[config.mk]
export PLATFORM = sky130hd
export DESIGN_NAME = radio_power_sequencer
export DESIGN_NICKNAME = d
export VERILOG_FILES = /design/src/rtl/radio_power_sequencer.sv
export SDC_FILE = /design/constraint.sdc
export NUM_CORES = 1
export LEC_CHECK = 0
export CAP_MARGIN = 20
export CORE_UTILIZATION = 40
export DETAILED_ROUTE_END_ITERATION = 8
export PLACE_DENSITY_LB_ADDON = 0.25
export SKIP_CTS_REPAIR_TIMING = 1
export SLEW_MARGIN = 10
export SYNTH_ARGS = -nofsm -noshare
export SYNTH_HDL_FRONTEND = slang
export SYNTH_SLANG_ARGS = --single-unit
[constraint.sdc]
create_clock -name ck -period 2.2 [get_ports ck]
set_clock_uncertainty 0.05 [all_clocks]
set_input_delay 0.66 -clock ck [delete_from_list [all_inputs] [get_ports ck]]
set_output_delay 0.66 -clock ck [all_outputs]
set_load 0.02 [all_outputs]
[src/rtl/radio_power_sequencer.sv]
// Power sequencer for the radio timing-engine domain: synchronizes the enable requests, then
// orders power switch, isolation release, settle and the gated enables, and reverses them on shutdown.
module radio_power_sequencer #(
  parameter int SYNC_STAGES = 2,
  parameter int CNT_W       = 8
) (
  input  logic             ck,
  input  logic             arst_n,
  input  logic             radioEnableUnsynced,
  input  logic             radioRxEnUnsynced,
  input  logic [CNT_W-1:0] pwrUpCycles,
  input  logic [CNT_W-1:0] settleCycles,
  output logic             pwrOn,
  output logic             isolateM2,
  output logic             radioEnable,
  output logic             radioRxEn,
  output logic             busy,
  output logic [2:0]       state
);

  typedef enum logic [2:0] {
    ST_OFF    = 3'd0,
    ST_PWR_UP = 3'd1,
    ST_DE_ISO = 3'd2,
    ST_SETTLE = 3'd3,
    ST_ON     = 3'd4,
    ST_DRAIN  = 3'd5,
    ST_ISO    = 3'd6,
    ST_PWR_DN = 3'd7
  } state_t;

  logic [SYNC_STAGES-1:0] en_sync;
  logic [SYNC_STAGES-1:0] rx_sync;
  logic                   en_s;
  logic                   rx_s;

  state_t                 state_q;
  state_t                 state_d;
  logic [CNT_W-1:0]       cnt_q;
  logic [CNT_W-1:0]       cnt_d;

  logic                   pwr_on_d;
  logic                   isolate_d;
  logic                   radio_en_d;
  logic                   rx_en_d;
  logic                   busy_d;

  // NOTE: synchronizer flops get the async reset like every other flop; a chain
  // left unreset could present a stale '1' and start a power-up out of reset.
  always_ff @(posedge ck or negedge arst_n) begin
    if (!arst_n) begin
      en_sync <= '0;
      rx_sync <= '0;
    end else begin
      // NOTE: non-blocking assignments so each stage samples the previous stage's old value.
      en_sync <= {en_sync[SYNC_STAGES-2:0], radioEnableUnsynced};
      rx_sync <= {rx_sync[SYNC_STAGES-2:0], radioRxEnUnsynced};
    end
  end

  assign en_s = en_sync[SYNC_STAGES-1];
  assign rx_s = rx_sync[SYNC_STAGES-1];

  always_comb begin
    // NOTE: defaults first so every path assigns every output and no latch is inferred.
    state_d = state_q;
    cnt_d   = cnt_q;
    unique case (state_q)
      ST_OFF: begin
        if (en_s) begin
          state_d = ST_PWR_UP;
          cnt_d   = pwrUpCycles;
        end
      end
      ST_PWR_UP: begin
        // An enable drop outranks dwell expiry on the same cycle.
        if (!en_s)             state_d = ST_PWR_DN;
        else if (cnt_q == '0)  state_d = ST_DE_ISO;
        else                   cnt_d   = cnt_q - CNT_W'(1);
      end
      ST_DE_ISO: begin
        if (!en_s) begin
          state_d = ST_ISO;
        end else begin
          state_d = ST_SETTLE;
          cnt_d   = settleCycles;
        end
      end
      ST_SETTLE: begin
        if (!en_s)             state_d = ST_ISO;
        else if (cnt_q == '0)  state_d = ST_ON;
        else                   cnt_d   = cnt_q - CNT_W'(1);
      end
      ST_ON: begin
        if (!en_s) state_d = ST_DRAIN;
      end
      ST_DRAIN:  state_d = ST_ISO;
      ST_ISO:    state_d = ST_PWR_DN;
      ST_PWR_DN: state_d = ST_OFF;
      default:   state_d = ST_OFF;
    endcase
  end

  // Outputs decode the next state so they change on the same edge as the state register.
  always_comb begin
    pwr_on_d   = !(state_d inside {ST_OFF, ST_PWR_DN});
    isolate_d  = !(state_d inside {ST_DE_ISO, ST_SETTLE, ST_ON, ST_DRAIN});
    radio_en_d = (state_d == ST_ON);
    rx_en_d    = (state_d == ST_ON) && rx_s;
    busy_d     = !(state_d inside {ST_OFF, ST_ON});
  end

  always_ff @(posedge ck or negedge arst_n) begin
    if (!arst_n) begin
      state_q     <= ST_OFF;
      cnt_q       <= '0;
      pwrOn       <= 1'b0;
      isolateM2   <= 1'b1;
      radioEnable <= 1'b0;
      radioRxEn   <= 1'b0;
      busy        <= 1'b0;
    end else begin
      state_q     <= state_d;
      cnt_q       <= cnt_d;
      pwrOn       <= pwr_on_d;
      isolateM2   <= isolate_d;
      radioEnable <= radio_en_d;
      radioRxEn   <= rx_en_d;
      busy        <= busy_d;
    end
  end

  assign state = state_q;

endmodule

==> impl_metrics.py, run 1 <==
metrics = {
    "sta": {
        "setup_viol": 0,
        "maxSlewViolCount": 0,
        "clock.fmax_ghz": 0.471,
        "hold_violations": 0,
        "slew-limit-headroom_pct": 71.2,
        "rsz0062_at_grt": "no",
        "worst_pin_slew_ns": 0.431,
        "post-route-period-util_pct": 96.4,
        "setup_tns_ns": 0,
        "period_minus_slack_ns": 2.12,
    },
    "detailed_routing": {
        "viasPerCell": 5.70,
        "drt-pass1-iter-count": 8,
        "first_iter_violations": 25,
        "vias": 1044,
        "wl_um": 2550,
        "ant_nets": 0,
        "drc": 0,
        "route.detailed.wl_per_inst_um": 13.9,
    },
    "clock_network": {
        "cts_tree": "built",
        "clockBufferDepth": 2,
        "cts_buffers": 3,
        "clock_latency_ns": 0.31,
        "clock-sinks": 20,
        "root_buffer": "clkbuf_4",
        "path_clk_slew_ns": 0.10,
        "htreeDepth": 1,
    },
    "die": {
        "die-area_mm2": 0.00307,
        "row_count": 18,
        "die_w_um": 55.4,
        "coreArea_mm2": 0.00259,
        "die_h_um": 55.4,
        "initial_core_util_pct": 44.0,
        "ios": 28,
    },
    "worst_setup_path": {
        "max_stage_delay_ns": 0.59,
        "r2r_end": "state[2]",
        "cp_top_family": "buffers and inverters",
        "critical_path.cell_chain": "clkdlybuf4s50_1",
        "crit_buf_inv": 1,
        "cp.depth": 1,
        "r2r_slack_ns": 0.29,
        "endpoint": "isolateM2",
        "critPathKind": "reg -> out",
        "cp-end-kind": "output port",
        "start_kind": "register",
        "cp.arrival_ns": 1.41,
        "critPathRequiredTime_ns": 1.49,
        "startpoint": "isolateM2",
        "crit_fanout": 1,
        "worst_path_max_delay_cell": "clkdlybuf4s50_1",
        "r2r_cells": 6,
        "timing.rr.start": "cnt_q[0]",
    },
    "synthesis": {
        "synth-seq-area-share_pct": 44.0,
        "synth_top_area_share_pct": 41.7,
        "ys.flop_type": "dfrtp_1",
        "synth_common_cells": "dfrtp_1 (19), a21oi_1 (12), nor2_1 (12)",
        "syn_avg_cell_area_um2": 9.19,
        "async_flop_share_pct": 100,
        "ys_warn_count": 0,
        "synth_fp_nets": 145,
        "yosys-top-cells-area": "dfrtp_1 (42%), a21oi_1 (5.3%), o21ai_1 (4.4%), nor2_1 (4.0%), nor3b_1 (2.6%)",
        "synth_edf_count": 0,
        "synth_seq_cells": 20,
        "syn_area_mm2": 0.00114,
        "synth_most_common_cell": "dfrtp_1",
        "synth_largest_area_cell": "dfrtp_1",
        "synth_cells": 124,
        "ys_types": 40,
    },
    "place": {
        "numPortBuffers": 27,
        "place_congestion": 0.805,
        "dp_hpwl_um": 1810,
    },
    "pwr": {
        "p_leak_nw": 0.614,
        "ir_drop_uv": 938,
        "power.total_mw": 1.96,
        "pwr_density_cell_mw_per_mm2": 1330,
    },
    "grt": {
        "grt_max_degree": 23,
        "grt_antenna_before_repair": 0,
        "gr-usage-all-layers_pct": 18.4,
        "grt_pass1_wl_um": 4550,
        "grt_remaining_overflow": 0,
        "first_global_vias": 977,
    },
    "job": {
        "cap_viol_max_count": 0,
    },
    "final_layout": {
        "utilization_pct": 57.1,
        "fillers": 259,
        "diodes": 0,
        "layout-drive-gt1-share_pct": 11.1,
        "syn_to_final_growth_pct": 29.9,
        "finalNetCount": 175,
    },
    "min_path": {
        "hold_path_class": "reg -> reg",
    },
    "run_status": {
        "outcome": "complete, no violations",
    },
}
worst min path at each step:
| stage | startpoint | endpoint | slack [ns] | depth (start not counted) |
|---|---|---|---|---|
| 4_1_cts | rx_sync[0] | rx_sync[1] | 0.31 | 0 |
| 5_1_grt | rx_sync[0] | rx_sync[1] | 0.32 | 0 |
| 6_report | rx_sync[0] | rx_sync[1] | 0.31 | 0 |
| 3_5_place_dp | rx_sync[0] | rx_sync[1] | 0.29 | 0 |
| 2_1_floorplan | en_sync[0] | en_sync[1] | 0.28 | 0 |
| 3_3_place_gp | rx_sync[0] | rx_sync[1] | 0.28 | 0 |
per-layer routing:
layer,global-route usage (%),share of wire (%),vias to the layer above,wire length [µm]
met2,27.5,45,31,1150
met4,5.36,0.75,0,19
met1,26.8,48,500,1240
li1,-,-,511,-
met3,3.75,5.5,2,141
met5,0,0,-,0
report_power, final:
part	switching [mW]	internal, mW
combinational	0.605	0.507
sequential	0.128	0.507
clock	0.114	0.101
total	0.846	1.12
placed cells by master (no fill, tap or decap), types with 2 or more instances in the layout:
cell type,count
nor2_1,12
nor3_1,4
nor3b_1,4
a31oi_1,3
a21o_1,3
nand2_1,7
clkdlybuf4s50_1,27
o21ai_0,2
dfrtp_1,19
clkbuf_4,3
nand3_1,2
a221oi_1,3
o21ai_1,10
a21oi_1,12
nand2b_1,4
a22o_1,2
buf_4,6
o22ai_1,3
inv_1,6
per-stage QoR:
step,cells,hold WS [ns],setup WS [ns],area [µm²]
floorplan,124,0.281,0.457,1140
global placement,179,0.281,0.326,1440
detailed placement,179,0.286,0.285,1440
CTS,183,0.311,0.0617,1480
global route,183,0.320,0.0349,1480
finish,183,0.308,0.0788,1480
final cells by class:
type	count	area (µm²)	share of cell area (%)
flip-flops and latches	20	502	33.9
multi-input cells	90	567	38.3
inverters	6	22.5	1.52
well taps	30	37.5	2.54
clock buffers	4	36.3	2.45
repair buffers	33	315	21.3
logic make-up after synthesis:
logic type	Yosys count	synth area share (%)
AOI/OAI and AO/OA	46	26.5
adders and majority gates	1	1.10
and+or+nand+nor	43	22.2
DFF	20	44.0
buffers and inverters	14	6.26
state kept, by name, indices dropped and copies added (netlist names):
register     count
pwrOn            1
en_sync          2
radioEnable      1
state            3
cnt_q            8
isolateM2        1
rx_sync          2
radioRxEn        1
busy             1
No activity file was read; power rests on OpenSTA's default activity.
==> run 2: changes to the inputs <==
--- a/config.mk
+++ b/config.mk
@@ -5,10 +5,9 @@
 export SDC_FILE = /design/constraint.sdc
 export NUM_CORES = 1
 export LEC_CHECK = 0
-export CAP_MARGIN = 20
 export CORE_UTILIZATION = 40
 export DETAILED_ROUTE_END_ITERATION = 8
-export PLACE_DENSITY_LB_ADDON = 0.25
+export PLACE_DENSITY = 0.76
 export SKIP_CTS_REPAIR_TIMING = 1
 export SLEW_MARGIN = 10
 export SYNTH_ARGS = -nofsm -noshare
==> impl_metrics.py, run 2 (synthesis results as in run 1) <==
metrics = {
    "final_layout": {
        "top_register": "cnt_q",
        "fillers": 252,
        "diodes": 0,
        "finalNetCount": 175,
        "mostFrequentLayoutCells": "clkdlybuf4s50_1 (27), dfrtp_1 (19), nor2_1 (12), a21oi_1 (12), o21ai_1 (10)",
        "largest_reg_flops": 8,
        "register_area_um2": 502,
        "multiInputGateArea_um2": 567,
        "syn_to_final_growth_pct": 31.3,
        "layout-drive-gt1-share_pct": 11.1,
        "final_common_cell": "clkdlybuf4s50_1",
    },
    "grt": {
        "first_global_vias": 1060,
        "top_usage_layer": "met2",
        "met3_usage_pct": 2.11,
        "gr-usage-all-layers_pct": 19.4,
        "grt_pass1_wl_um": 4840,
        "met2_usage_pct": 31.8,
        "grt_remaining_overflow": 0,
        "grt_antenna_before_repair": 0,
        "grt_max_degree": 23,
        "met1_usage_pct": 25.0,
    },
    "sta": {
        "rsz0062_at_grt": "no",
        "clock.fmax_ghz": 0.469,
        "fin_ws_ns": 0.0684,
        "period_minus_slack_ns": 2.13,
        "setup_tns_ns": 0,
        "hold_violations": 0,
        "setup_viol": 0,
        "worst_pin_slew_ns": 0.401,
        "post-route-period-util_pct": 96.9,
        "maxSlewViolCount": 0,
        "slew-limit-headroom_pct": 73.1,
    },
    "die": {
        "ios": 28,
        "initial_core_util_pct": 44.0,
        "row_count": 18,
        "coreArea_mm2": 0.00259,
        "die_h_um": 55.4,
        "die-area_mm2": 0.00307,
        "die_w_um": 55.4,
    },
    "worst_setup_path": {
        "cp.depth": 1,
        "endpoint": "isolateM2",
        "worst_path_max_delay_cell": "clkdlybuf4s50_1",
        "start_kind": "register",
        "cp.arrival_ns": 1.42,
        "critical_path.cell_chain": "clkdlybuf4s50_1",
        "startpoint": "isolateM2",
        "crit_fanout": 1,
        "critPathKind": "reg -> out",
        "crit_buf_inv": 1,
        "r2r_slack_ns": 0.33,
        "max_stage_delay_ns": 0.59,
        "critPathRequiredTime_ns": 1.49,
        "timing.rr.start": "cnt_q[0]",
        "r2r_end": "state[2]",
        "r2r_cells": 6,
        "cp-end-kind": "output port",
        "cp_top_family": "buffers and inverters",
    },
    "clock_network": {
        "root_buffer": "clkbuf_4",
        "htreeDepth": 1,
        "clock-sinks": 20,
        "cts_buffers": 3,
        "cts_tree": "built",
        "clock_latency_ns": 0.30,
        "clockBufferDepth": 2,
        "path_clk_slew_ns": 0.11,
    },
    "pwr": {
        "ir_drop_uv": 910,
        "p_leak_nw": 0.621,
        "pwr_density_cell_mw_per_mm2": 1390,
    },
    "detailed_routing": {
        "drc": 0,
        "vias": 1059,
        "viasPerCell": 5.79,
        "route.detailed.wl_per_inst_um": 14.9,
        "wl_um": 2730,
        "first_iter_violations": 30,
        "drt-pass1-iter-count": 4,
        "ant_nets": 0,
    },
    "place": {
        "post-place-ws_ns": 0.295,
        "place_congestion": 0.846,
        "dp_hpwl_um": 1950,
        "numPortBuffers": 27,
    },
    "job": {
        "cap_viol_max_count": 0,
    },
    "run_status": {
        "outcome": "complete, no violations",
    },
    "min_path": {
        "hold_path_class": "reg -> reg",
    },
}
## run 2: worst min path at each step
| stage | startpoint | end | slack [ns] | cells past startpoint |
|---|---|---|---|---|
| after detailed placement | en_sync[0] | en_sync[1] | 0.30 | 0 |
| after CTS | en_sync[0] | en_sync[1] | 0.32 | 0 |
| after floorplan | en_sync[0] | en_sync[1] | 0.28 | 0 |
| final | en_sync[0] | en_sync[1] | 0.33 | 0 |
| after global placement | rx_sync[0] | rx_sync[1] | 0.28 | 0 |
| after global routing | en_sync[0] | en_sync[1] | 0.33 | 0 |
## run 2: layout make-up
class	count	share of cell area (%)
Clock inverter	1	2.01
Tap cell	30	2.51
Timing Repair Buffer	33	21.1
Clock buffer	3	1.51
Multi-Input combinational cell	90	37.9
Sequential cell	20	33.5
Inverter	6	1.51
## run 2: layer usage
metal  wire (µm)  up-vias  part of all wire, %
met5           0        -                    0
met4          63        0                  2.3
met3         144        6                  5.3
met2        1330       47                   49
met1        1190      492                   44
li1            -      514                    -
## run 2: where the power goes
part	internal [mW]	total, mW	switching [mW]
registers	0.507	0.633	0.126
clock network	0.184	0.298	0.114
logic	0.509	1.14	0.635
total	1.20	2.07	0.875
## run 2: metrics by stage
step / total power [mW] / util, % / cells / area [µm²] / hold WS [ns]
detailed placement: 1.77 / 55.7 / 179 / 1440 / 0.302
CTS: 2.08 / 57.8 / 183 / 1500 / 0.320
floorplan: 1.43 / - / 124 / 1140 / 0.281
global route: 2.23 / 57.8 / 183 / 1500 / 0.334
finish: 2.07 / 57.8 / 183 / 1500 / 0.326
global placement: 1.73 / 55.7 / 179 / 1440 / 0.282
==> run 3: changes to the inputs <==
--- a/config.mk
+++ b/config.mk
@@ -5,6 +5,7 @@
 export SDC_FILE = /design/constraint.sdc
 export NUM_CORES = 1
 export LEC_CHECK = 0
+export CAP_MARGIN = 20
 export CORE_UTILIZATION = 40
 export DETAILED_ROUTE_END_ITERATION = 8
 export PLACE_DENSITY = 0.76
==> constraint.sdc (replaced) <==
create_clock -name ck -period 2.6 [get_ports ck]
set_clock_uncertainty 0.05 [all_clocks]
set_input_delay 0.78 -clock ck [delete_from_list [all_inputs] [get_ports ck]]
set_output_delay 0.78 -clock ck [all_outputs]
set_load 0.02 [all_outputs]
==> impl_metrics.py, run 3 (synthesis results as in run 1) <==
metrics = {
    "final_layout": {
        "fillers": 232,
        "diodes": 0,
        "layout-drive-gt1-share_pct": 9.33,
        "multiInputGateArea_um2": 567,
        "finalNetCount": 172,
        "register_area_um2": 502,
        "top_register": "cnt_q",
        "utilization_pct": 56.9,
        "largest_reg_flops": 8,
        "instances_no_fill": 180,
        "mostFrequentLayoutCells": "clkdlybuf4s50_1 (27), dfrtp_1 (19), nor2_1 (12), a21oi_1 (12), o21ai_1 (10)",
        "final_common_cell": "clkdlybuf4s50_1",
        "syn_to_final_growth_pct": 29.3,
    },
    "pwr": {
        "p_sw_share_pct": 42.6,
        "power.total_mw": 1.72,
        "power.share.clock_pct": 15.0,
        "combinationalPowerShare_pct": 52.5,
        "p_seq_share_pct": 32.6,
        "pwr_density_cell_mw_per_mm2": 1170,
        "p_leak_nw": 0.606,
        "switching_power_mw": 0.734,
        "ir_drop_uv": 635,
        "p_int_mw": 0.987,
    },
    "clock_network": {
        "htreeDepth": 1,
        "clock-sinks": 20,
        "root_buffer": "clkbuf_4",
        "cts_tree": "built",
        "clockBufferDepth": 2,
        "cts_buffers": 3,
        "clock_latency_ns": 0.31,
        "path_clk_slew_ns": 0.12,
    },
    "place": {
        "place_congestion": 0.852,
        "numPortBuffers": 27,
        "dp_hpwl_um": 1900,
        "dp_cells": 176,
    },
    "sta": {
        "period_minus_slack_ns": 2.46,
        "slew-limit-headroom_pct": 54.8,
        "worst_pin_slew_ns": 0.675,
        "setup_viol": 0,
        "maxSlewViolCount": 0,
        "hold_violations": 0,
        "rsz0062_at_grt": "no",
        "setup_tns_ns": 0,
        "post-route-period-util_pct": 94.7,
        "clock.fmax_ghz": 0.406,
    },
    "min_path": {
        "hold_path_class": "reg -> reg",
        "min_path_cells": 0,
        "hold_start": "en_sync[0]",
        "hold-path-endpoint": "en_sync[1]",
    },
    "die": {
        "ios": 28,
        "row_count": 18,
        "die_w_um": 55.4,
        "coreArea_mm2": 0.00259,
        "die-area_mm2": 0.00307,
        "initial_core_util_pct": 44.0,
        "die_h_um": 55.4,
    },
    "detailed_routing": {
        "first_iter_violations": 48,
        "drc": 0,
        "drt-pass1-iter-count": 4,
        "ant_nets": 0,
        "viasPerCell": 5.87,
        "vias": 1057,
        "route.detailed.wl_per_inst_um": 14.9,
        "wl_um": 2680,
    },
    "worst_setup_path": {
        "crit_fanout": 15,
        "max_stage_delay_ns": 0.69,
        "r2r_slack_ns": 0.44,
        "r2r_cells": 6,
        "cp-end-kind": "output port",
        "cp_top_family": "buffers and inverters",
        "crit_buf_inv": 1,
        "critPathRequiredTime_ns": 1.77,
        "start_kind": "register",
        "r2r_end": "state[2]",
        "critical_path.cell_chain": "clkdlybuf4s50_1",
        "critPathKind": "reg -> out",
        "cp.arrival_ns": 1.63,
        "cp.depth": 1,
        "timing.rr.start": "cnt_q[0]",
        "worst_path_max_delay_cell": "clkdlybuf4s50_1",
    },
    "grt": {
        "grt_remaining_overflow": 0,
        "met2_usage_pct": 32.4,
        "grt_max_degree": 23,
        "first_global_vias": 1067,
        "grt_antenna_before_repair": 0,
        "met3_usage_pct": 3.04,
        "gr-usage-all-layers_pct": 19.4,
        "met1_usage_pct": 24.6,
        "grt_pass1_wl_um": 4770,
        "top_usage_layer": "met2",
    },
    "job": {
        "cap_viol_max_count": 0,
    },
    "run_status": {
        "outcome": "complete, no violations",
    },
}
-- run 3: per-stage QoR --
| step | setup WS, ns | hold slack [ns] | instance area (µm²) |
|---|---|---|---|
| finish | 0.138 | 0.310 | 1470 |
| global route | 0.0567 | 0.325 | 1470 |
| CTS | 0.137 | 0.314 | 1470 |
| detailed placement | 0.493 | 0.286 | 1420 |
| global placement | 0.522 | 0.282 | 1420 |
| floorplan | 0.857 | 0.281 | 1140 |
-- run 3: power groups by stage --
| stage | clock, mW | combinational, mW | sequential, mW |
|---|---|---|---|
| 2_1_floorplan | 0 | 0.622 | 0.592 |
| 3_3_place_gp | 0 | 0.873 | 0.559 |
| 3_5_place_dp | 0 | 0.895 | 0.566 |
| 4_1_cts | 0.263 | 0.902 | 0.560 |
| 5_1_grt | 0.278 | 0.998 | 0.581 |
| 6_report | 0.258 | 0.903 | 0.560 |
-- run 3: how the worst max path moves through the flow --
stage,start,endpoint
floorplan,cnt_q[0],state[0]
global placement,state[1],state[1]
detailed placement,state[1],state[1]
CTS,state[1],state[1]
global route,state[1],state[1]
finish,state[1],state[1]
-- run 3: per-layer routing --
| metal | vias to the layer above | wire length (µm) |
|---|---|---|
| li1 | 505 | - |
| met1 | 519 | 1220 |
| met2 | 31 | 1320 |
| met3 | 2 | 107 |
| met4 | 0 | 27 |
| met5 | - | 0 |
-- run 3: layout make-up --
type	count	area share, %
multi-input combinational	90	38.5
sequential	20	34.0
timing repair buffer	30	19.9
tap	30	2.55
clock inverter	1	2.04
clock buffer	3	1.53
inverter	6	1.53
